===== src/rtl/alu_exp_fifo.sv =====
// Synchronous FIFO for expected results; a pop in the same cycle frees a slot
// so a push into a full FIFO still succeeds.
module alu_exp_fifo #(
    parameter int DEPTH = 4,
    parameter int WIDTH = 8
) (
    input  logic                     clk,
    input  logic                     rst_n,
    input  logic                     push,
    input  logic                     pop,
    input  logic [WIDTH-1:0]         wdata,
    output logic [WIDTH-1:0]         rdata,
    output logic                     full,
    output logic                     empty,
    output logic [$clog2(DEPTH):0]   level
);

    localparam int PTR_W = $clog2(DEPTH);
    localparam int LVL_W = PTR_W + 1;

    logic [WIDTH-1:0] mem [DEPTH];
    logic [PTR_W-1:0] wr_ptr;
    logic [PTR_W-1:0] rd_ptr;
    logic             do_push;
    logic             do_pop;

    assign empty   = (level == '0);
    assign full    = (level == LVL_W'(DEPTH));
    assign do_pop  = pop && !empty;
    assign do_push = push && (!full || do_pop);
    assign rdata   = mem[rd_ptr];

    always_ff @(posedge clk) begin
        if (!rst_n) begin
            wr_ptr <= '0;
            rd_ptr <= '0;
            level  <= '0;
        end else begin
            if (do_push) wr_ptr <= wr_ptr + PTR_W'(1);
            if (do_pop)  rd_ptr <= rd_ptr + PTR_W'(1);
            level <= level + LVL_W'(do_push) - LVL_W'(do_pop);
        end
    end

    always_ff @(posedge clk) begin
        if (do_push) mem[wr_ptr] <= wdata;
    end

endmodule


===== config.mk =====
export PLATFORM = sky130hd
export DESIGN_NAME = alu_exp_fifo
export DESIGN_NICKNAME = d
export VERILOG_FILES = /design/src/rtl/alu_exp_fifo.sv
export SDC_FILE = /design/constraint.sdc
export NUM_CORES = 1
export LEC_CHECK = 0
export CORE_MARGIN = 2
export CORE_UTILIZATION = 30
export CTS_CLUSTER_DIAMETER = 200
export DETAILED_ROUTE_END_ITERATION = 8
export DONT_BUFFER_PORTS = 1
export MAX_ROUTING_LAYER = met4
export PLACE_DENSITY = 0.53
export SLEW_MARGIN = 20
export SYNTH_ARGS = -nofsm -noshare
export SYNTH_HDL_FRONTEND = slang
export SYNTH_SLANG_ARGS = --single-unit

===== constraint.sdc =====
create_clock -name clk -period 3.6 [get_ports clk]
set_input_delay 0.54 -clock clk [delete_from_list [all_inputs] [get_ports clk]]
set_output_delay 0.54 -clock clk [all_outputs]
set_load 0.01 [all_outputs]

==> summary.md <==
| Metric | Value |
|---|---|
| # nets final | 111 |
| Starting Density | 31.5% |
| Worst setup path end | level[2] |
| H-tree depth | 2 |
| Max-Slew Margin vs Limit | 61.7% |
| DRT Pass-1 Iters | 5 |
| Synth top cells by count | edfxtp_1 (32), and2_1 (10), dfxtp_1 (9) |
| Number of enable flip-flop cells after synthesis | 32 |
| Slowest CP cell | dfxtp_1 |
| Seq pwr share | 49.0% |
| DIE HEIGHT | 77.7 microns |
| CP Data Required Time | 3.78 ns |
| Net Sw Power | 0.000353 W |
| Post-synth cell types | 20 |
| Antenna violations before repair | 0 |
| Final hold vios | 0 |
| Non-Filler Instances | 164 |
| Register area share after synthesis | 70.0% |
| Share of cells above drive strength 1 | 20.2% |
| Total negative slack | 0 ns |
| Dpl hpwl | 1720 microns |
| Placed Cells incl. Taps | 156 |
| Pint | 0.000997 W |
| Core Footprint | 5170 sq um |
| Clk Latency, worst-skew pair | 0.29 ns |
| Main synth FF type | edfxtp_1 |
| Biggest area consumer among synthesized cells | edfxtp_1 |
| Met3 routed wirelength | 182 microns |
| Drt wl/cell | 15.3 microns |
| Setup slack, reg-to-reg | 1.24 ns |
| Crit path cell chain | nor3b_2 -> a21boi_2 -> a21bo_1 -> ha_1 -> fa_1 -> xnor2_1 -> xnor2_1 -> and2_1 |
| Comb pwr share | 19.6% |
| Final Setup Violations | 0 |
| Clock sinks | 41 |
| Post-Syn Instances | 89 |
| Top cells by area, synth | edfxtp_1 (59%), dfxtp_1 (11%), mux4_2 (11%) |
| Delay of the slowest cell on the worst path | 0.51 ns |
| Max Used Layer | met4 |
| Max Slew Vio Count | 0 |
| CTS tree | yes |
| RSZ-0062 raised after global routing | no |
| FF+latch count, synth | 41 |
| Clock Pin Slew Worst Setup and Hold Paths | 0.08 ns |
| Leakage Power | 0.616 nW |
| FP Rows | 26 |
| Antenna diodes | 0 |
| Mapped Avg Cell Area | 18.3 sq um |
| Crit path arrival time | 2.54 ns |
| Share of flip-flops with an asynchronous set or reset | 0% |
| Final ANT Viol Nets | 0 |
| Met2 Wirelength | 1260 microns |
| Pwr dens | 734 nW/um^2 |
| Sw frac | 26.1% |
| VDD IR max | 0.404 mV |
| R2R depth | 8 |
| GRT Total Usage | 9.73% |
| Starting DRC count in detailed routing | 12 |
| Critical path startpoint category | flop |
| CTS Hold Buffers Added | 0 |
| Port Buffers | 0 |
| Status | finished clean |
| Syn Nets | 107 |
| Critical Path Start | level[2] |
| Vias in the first global route | 795 |
| Worst Tran Pin Value | 0.574 ns |
| Root buffer cell | clkbuf_8 |
| Synthesized cell area | 1630 sq um |
| DR vias | 724 |
| Clk network pwr share | 31.4% |
| Post-cts repair resize count | 0 |
| Drc violations | 0 |
| Final period util | 65.6% |
| Most used cell, CP | xnor2_1 |
| Largest net degree at the start of global routing | 14 |
| FF-to-FF End | level[2] |
| IO Pins | 25 |
| CP endpoint kind | flop |
| Maximum clock path buffer count | 2 |
| DR vias/cell | 4.41 |
| Max-Cap Viols | 0 |
| Maximum clock rate | 424 MHz |
| Yosys top cell area share | 58.9% |
| CTS Buf Count | 5 |
| Placer Congestion | 0.700 |
| Worst min path class | primary input to flop |
| Ys Warns | 0 |
| Die X | 77.7 microns |
| Min Tclk post-route | 2.36 ns |
| Count leader, synth | edfxtp_1 |
| CP Class | flop to flop |
| RR Startpoint | level[2] |
| WL met1 | 1020 microns |
| Overflow after GRT | 0 |
| Layout overhead on the synthesized area | 12.8% |
| Post-Route Skew | 0.00363 ns |
| Die area | 6040 sq um |
| Total wire length | 2510 microns |
| CP max FO | 7 |
| Post-CTS Setup Bufs | 0 |
| Global-route wire length before repair | 4150 microns |
==> cells by family (layout without fill, tap and decap cells) <==
group	after synthesis	after routing	synth area share [%]
XOR/XNOR	4	4	2.15
buffers and inverters	7	12	1.69
AO/OA/AOI/OAI	4	4	2.61
flip-flops	41	41	70.0
adder cells (fa/ha/maj)	6	6	5.07
AND/OR/NAND/NOR	17	17	6.22
multiplexers	10	10	12.3
==> critical path, delay by kind of cell, from the launching register on <==
| kind | cells | cell delay, ns |
|---|---|---|
| AO/OA/AOI/OAI | 2 | 0.39 |
| XOR/XNOR | 2 | 0.27 |
| adder cells (fa/ha/maj) | 2 | 0.57 |
| flip-flops | 1 | 0.51 |
| AND/OR/NAND/NOR | 2 | 0.52 |
==> power by group through the flow <==
stage,Clock (W),Sequential [W],Combinational [W]
6_report,0.000424,0.000661,0.000264
5_1_grt,0.000452,0.000675,0.000294
4_1_cts,0.000436,0.000665,0.000271
3_5_place_dp,0,0.000675,0.000272
3_3_place_gp,0,0.000673,0.000265
2_1_floorplan,0,0.000629,0.000262
==> layout by cell type, fill, tap and decap left out <==
master,netlist,layout
o31ai_2,1,1
mux4_2,8,8
o311ai_1,1,1
a21boi_2,1,1
bufinv_16,0,2
xnor2_1,4,4
or2_1,1,1
nand2_1,4,4
clkbuf_8,0,5
clkinv_2,0,1
fa_1,1,1
inv_1,4,4
nor3_1,1,1
dfxtp_1,9,9
nor3b_2,1,1
a21bo_1,1,1
ha_1,5,5
and2_1,10,10
edfxtp_1,32,32
mux2i_1,2,2
==> flip-flops by register name (all words and copies together), names as in the netlist, named ones only <==
name	flops
wr_ptr	2
mem	32
level	3
rd_ptr	2
==> how the worst min path moves through the flow <==
stage                   start   endpoint  slack (ns)  depth (start not counted)
CTS                  wdata[5]  mem[2][5]        0.33                          0
finish               wdata[4]  mem[0][4]        0.34                          0
detailed placement  wr_ptr[1]  wr_ptr[1]        0.50                          2
global placement    wr_ptr[1]  wr_ptr[1]        0.48                          2
global route         wdata[3]  mem[0][3]        0.33                          0
floorplan           wr_ptr[1]  wr_ptr[1]        0.47                          2
==> cell type report <==
cell class | count | area, sq um
clock buffer | 5 | 68.8
fill | 484 | 3330
tap | 70 | 87.6
clock inverter | 3 | 65.1
multi-input combinational | 41 | 462
inverter | 4 | 15.0
sequential | 41 | 1140
==> layer usage <==
metal  global-route usage, %  vias up
met5                       -        -
met4                    4.82        0
met3                    3.84        5
met2                    15.7       27
met1                    10.4      354
li1                        -      338
==> per-stage QoR <==
| step | cell area [sq um] | setup WS, ns | total power [W] | hold WS [ns] | utilization, % |
|---|---|---|---|---|---|
| after CTS | 1840 | 1.22 | 0.00137 | 0.334 | 35.6 |
| after global placement | 1710 | 1.31 | 0.000938 | 0.483 | 33.0 |
| after detailed placement | 1710 | 1.25 | 0.000946 | 0.502 | 33.0 |
| final | 1840 | 1.24 | 0.00135 | 0.343 | 35.6 |
| after floorplan | 1630 | 1.41 | 0.000891 | 0.468 | - |
| after global routing | 1840 | 1.07 | 0.00142 | 0.327 | 35.6 |
(Power assumes the default switching activity.)
==> RTL edit, RTL diff (same flow settings) <==
Change the parameter `WIDTH` from 8 to 12.
--- a/src/rtl/alu_exp_fifo.sv
+++ b/src/rtl/alu_exp_fifo.sv
@@ -2,7 +2,7 @@
 // so a push into a full FIFO still succeeds.
 module alu_exp_fifo #(
     parameter int DEPTH = 4,
-    parameter int WIDTH = 8
+    parameter int WIDTH = 12
 ) (
     input  logic                     clk,
     input  logic                     rst_n,
Ports: changed (resized rdata and wdata); port bits go from 25 to 33. No check against the original RTL was run, so the function may have changed too.
==> RTL edit against the original RTL <==
- sequential cell count increased by 16
- final cell count grew 34%
- area after synthesis up 36%
- clock skew is 0.00075 ns higher
- critical path depth fell by 7
- power rose by 30%
- design area is 36% higher
- die area is 34% higher
- wire length rose by 42%
- worst setup slack got worse by 0.075 ns
==> RTL edit: results (changes against the original RTL) <==
Maximum root-to-sink buffer count: 2 (unchanged). The net count after synthesis was 131 (was 107); the post-placement cell count was 205 (was 156). The wire length of the first global-routing pass came out at 5.720 mm (was 4.146 mm). The worst setup slack before clock tree synthesis is 1.247 ns (was 1.246 ns), and the worst slew margin relative to its limit is 46.60% (was 61.69%). The number of flops mapped to enable cells by yosys came out at 48 (was 32). The tools report the insertion delay to the later sink of the worst-skew pair as 0.33 ns (was 0.29 ns). For the final cell count without fillers, the log shows 220 (was 164). Area contributors post-synth: edfxtp_1 (65%), mux4_2 (9.1%), dfxtp_1 (8.1%) (was edfxtp_1 (59%), dfxtp_1 (11%), mux4_2 (11%)). The logs give 0.3893 mV (was 0.4043 mV) for the largest voltage drop on the vdd net and 0.004380 ns (was 0.003633 ns) for the final setup skew. The count of cells resized by post-cts repair is 0 (unchanged). Family of cells with the greatest summed delay on the critical path: flip-flops (was adder cells).

The overall fraction of global-route tracks in use was 9.994% (was 9.728%). For the DRC violation total after the first TritonRoute iteration, the log shows 53 (was 12). The mean routed wirelength per cell is 16.15 um (was 15.30 um), and the number of warnings issued by yosys is 0 (unchanged). The number of fillers in the final layout is 706 (was 484). The tools report the hold path startpoint as wdata[6] (was wdata[4]). The worst endpoint data arrival time was 1.90 ns (was 2.54 ns); the number of detailed-routing iterations run before antenna repair was 4 (was 5). The logs give 0 (unchanged) for the post-CTS setup buffer count and 9 (was 5) for the number of buffers inserted during clock tree synthesis. Top cells by instance count after synthesis: edfxtp_1 (48), and2_1 (10), dfxtp_1 (9), mux4_2 (9), ha_1 (5) (was edfxtp_1 (32), and2_1 (10), dfxtp_1 (9), mux4_2 (8), ha_1 (5)).

The tools report the total number of nets in the final design as 139 (was 111). The number of H-tree levels came out at 3 (was 2). The final weighted congestion in routability-driven placement came out at 0.7595 (was 0.6997).

The tools report the type of element launching the critical path as a register (unchanged). The clock-pin transition on the worst setup and hold timing paths is 0.06 ns (was 0.08 ns). The cell type of the slowest stage on the worst timing path was dfxtp_1 (unchanged). The fraction of final layout cells with drive strength greater than 1 was 19.83% (was 20.21%). For the static leakage power, the log shows 0.8164 nW (was 0.6157 nW). The count of cell types in the netlist came out at 21 (was 20). The largest net degree at the start of global routing was 13 (was 14); the detail-routed via count per cell was 4.486 (was 4.415). The flow ran to the end, and the final reports show no timing, DRC or antenna violations. The peak per-stage delay on the critical path came out at 0.84 ns (was 0.51 ns). The max-slew violation count was 0 (unchanged).

Largest registers in the final layout: mem (48), level (3) (was mem (32), level (3)). The via count of the first global-routing pass was 1111 (was 795); the switching share of power was 27.12% (was 26.14%). The post-synthesis area per instance came out at 20.36 um2 (was 18.32 um2). The half-perimeter wire length of the detailed placement result came out at 2.368 mm (was 1.724 mm).

The maximum fanout along the worst path was 12 (was 7). The tools report the sequential share of the synthesized area as 73.06% (was 69.99%).
==> RTL edit: cell types whose count changed after synthesis <==
cell / unedited run / this run
mux4_2: 8 / 9
buf_1: 1 / 0
mux4_1: 0 / 3
buf_6: 0 / 1
edfxtp_1: 32 / 48
==> RTL edit: cell families (layout without fill, tap and decap cells) <==
family,Yosys count,in the layout,share of synthesized area [%]
adder cells (fa/ha/maj),6,6,3.720
multiplexers,14,14,13.59
AND/OR/NAND/NOR,17,17,4.566
buffers and inverters,7,19,1.578
flip-flops,57,57,73.06
AO/OA/AOI/OAI,4,4,1.917
XOR/XNOR,4,4,1.578
==> RTL edit: path summary, 6_finish.rpt <==
path                    end  slack (ns)  cells past startpoint
setup / recovery   rdata[2]        1.16                      1
setup reg to reg   level[2]        1.26                      8
hold reg to reg   wr_ptr[1]        0.51                      2
hold / removal    mem[2][6]        0.31                      0
==> RTL edit: routing by layer <==
| layer | global-route usage [%] | routed length, um | up-vias |
|---|---|---|---|
| met3 | 7.125 | 357 | 6 |
| met2 | 15.98 | 1812 | 43 |
| met1 | 9.257 | 1335 | 498 |
| met4 | 3.846 | 47 | 0 |
| li1 | - | - | 440 |
| met5 | - | 0 | - |
==> RTL edit: power by group through the flow <==
stage | Sequential [W] | Combinational (W) | Clock [W]
detailed placement | 0.000918 | 0.000336 | 0
finish | 0.000899 | 0.000327 | 0.000535
floorplan | 0.000863 | 0.000324 | 0
global placement | 0.000911 | 0.000329 | 0
CTS | 0.000904 | 0.000337 | 0.000549
global route | 0.000917 | 0.000361 | 0.000577
==> RTL edit: final cells by class <==
type                       count  share of cell area, %
sequential                    57                  64.90
tap                           99                  4.957
inverter                       4                 0.6009
clock inverter                 5                  1.903
multi-input combinational     45                  22.53
clock buffer                  10                  5.108
==> RTL edit: metrics by stage <==
step	hold WS, ns	instance area, um2
after CTS	0.2873	2499
after global routing	0.2755	2499
final	0.3064	2499
after floorplan	0.4677	2220
after global placement	0.4785	2323
after detailed placement	0.5119	2323
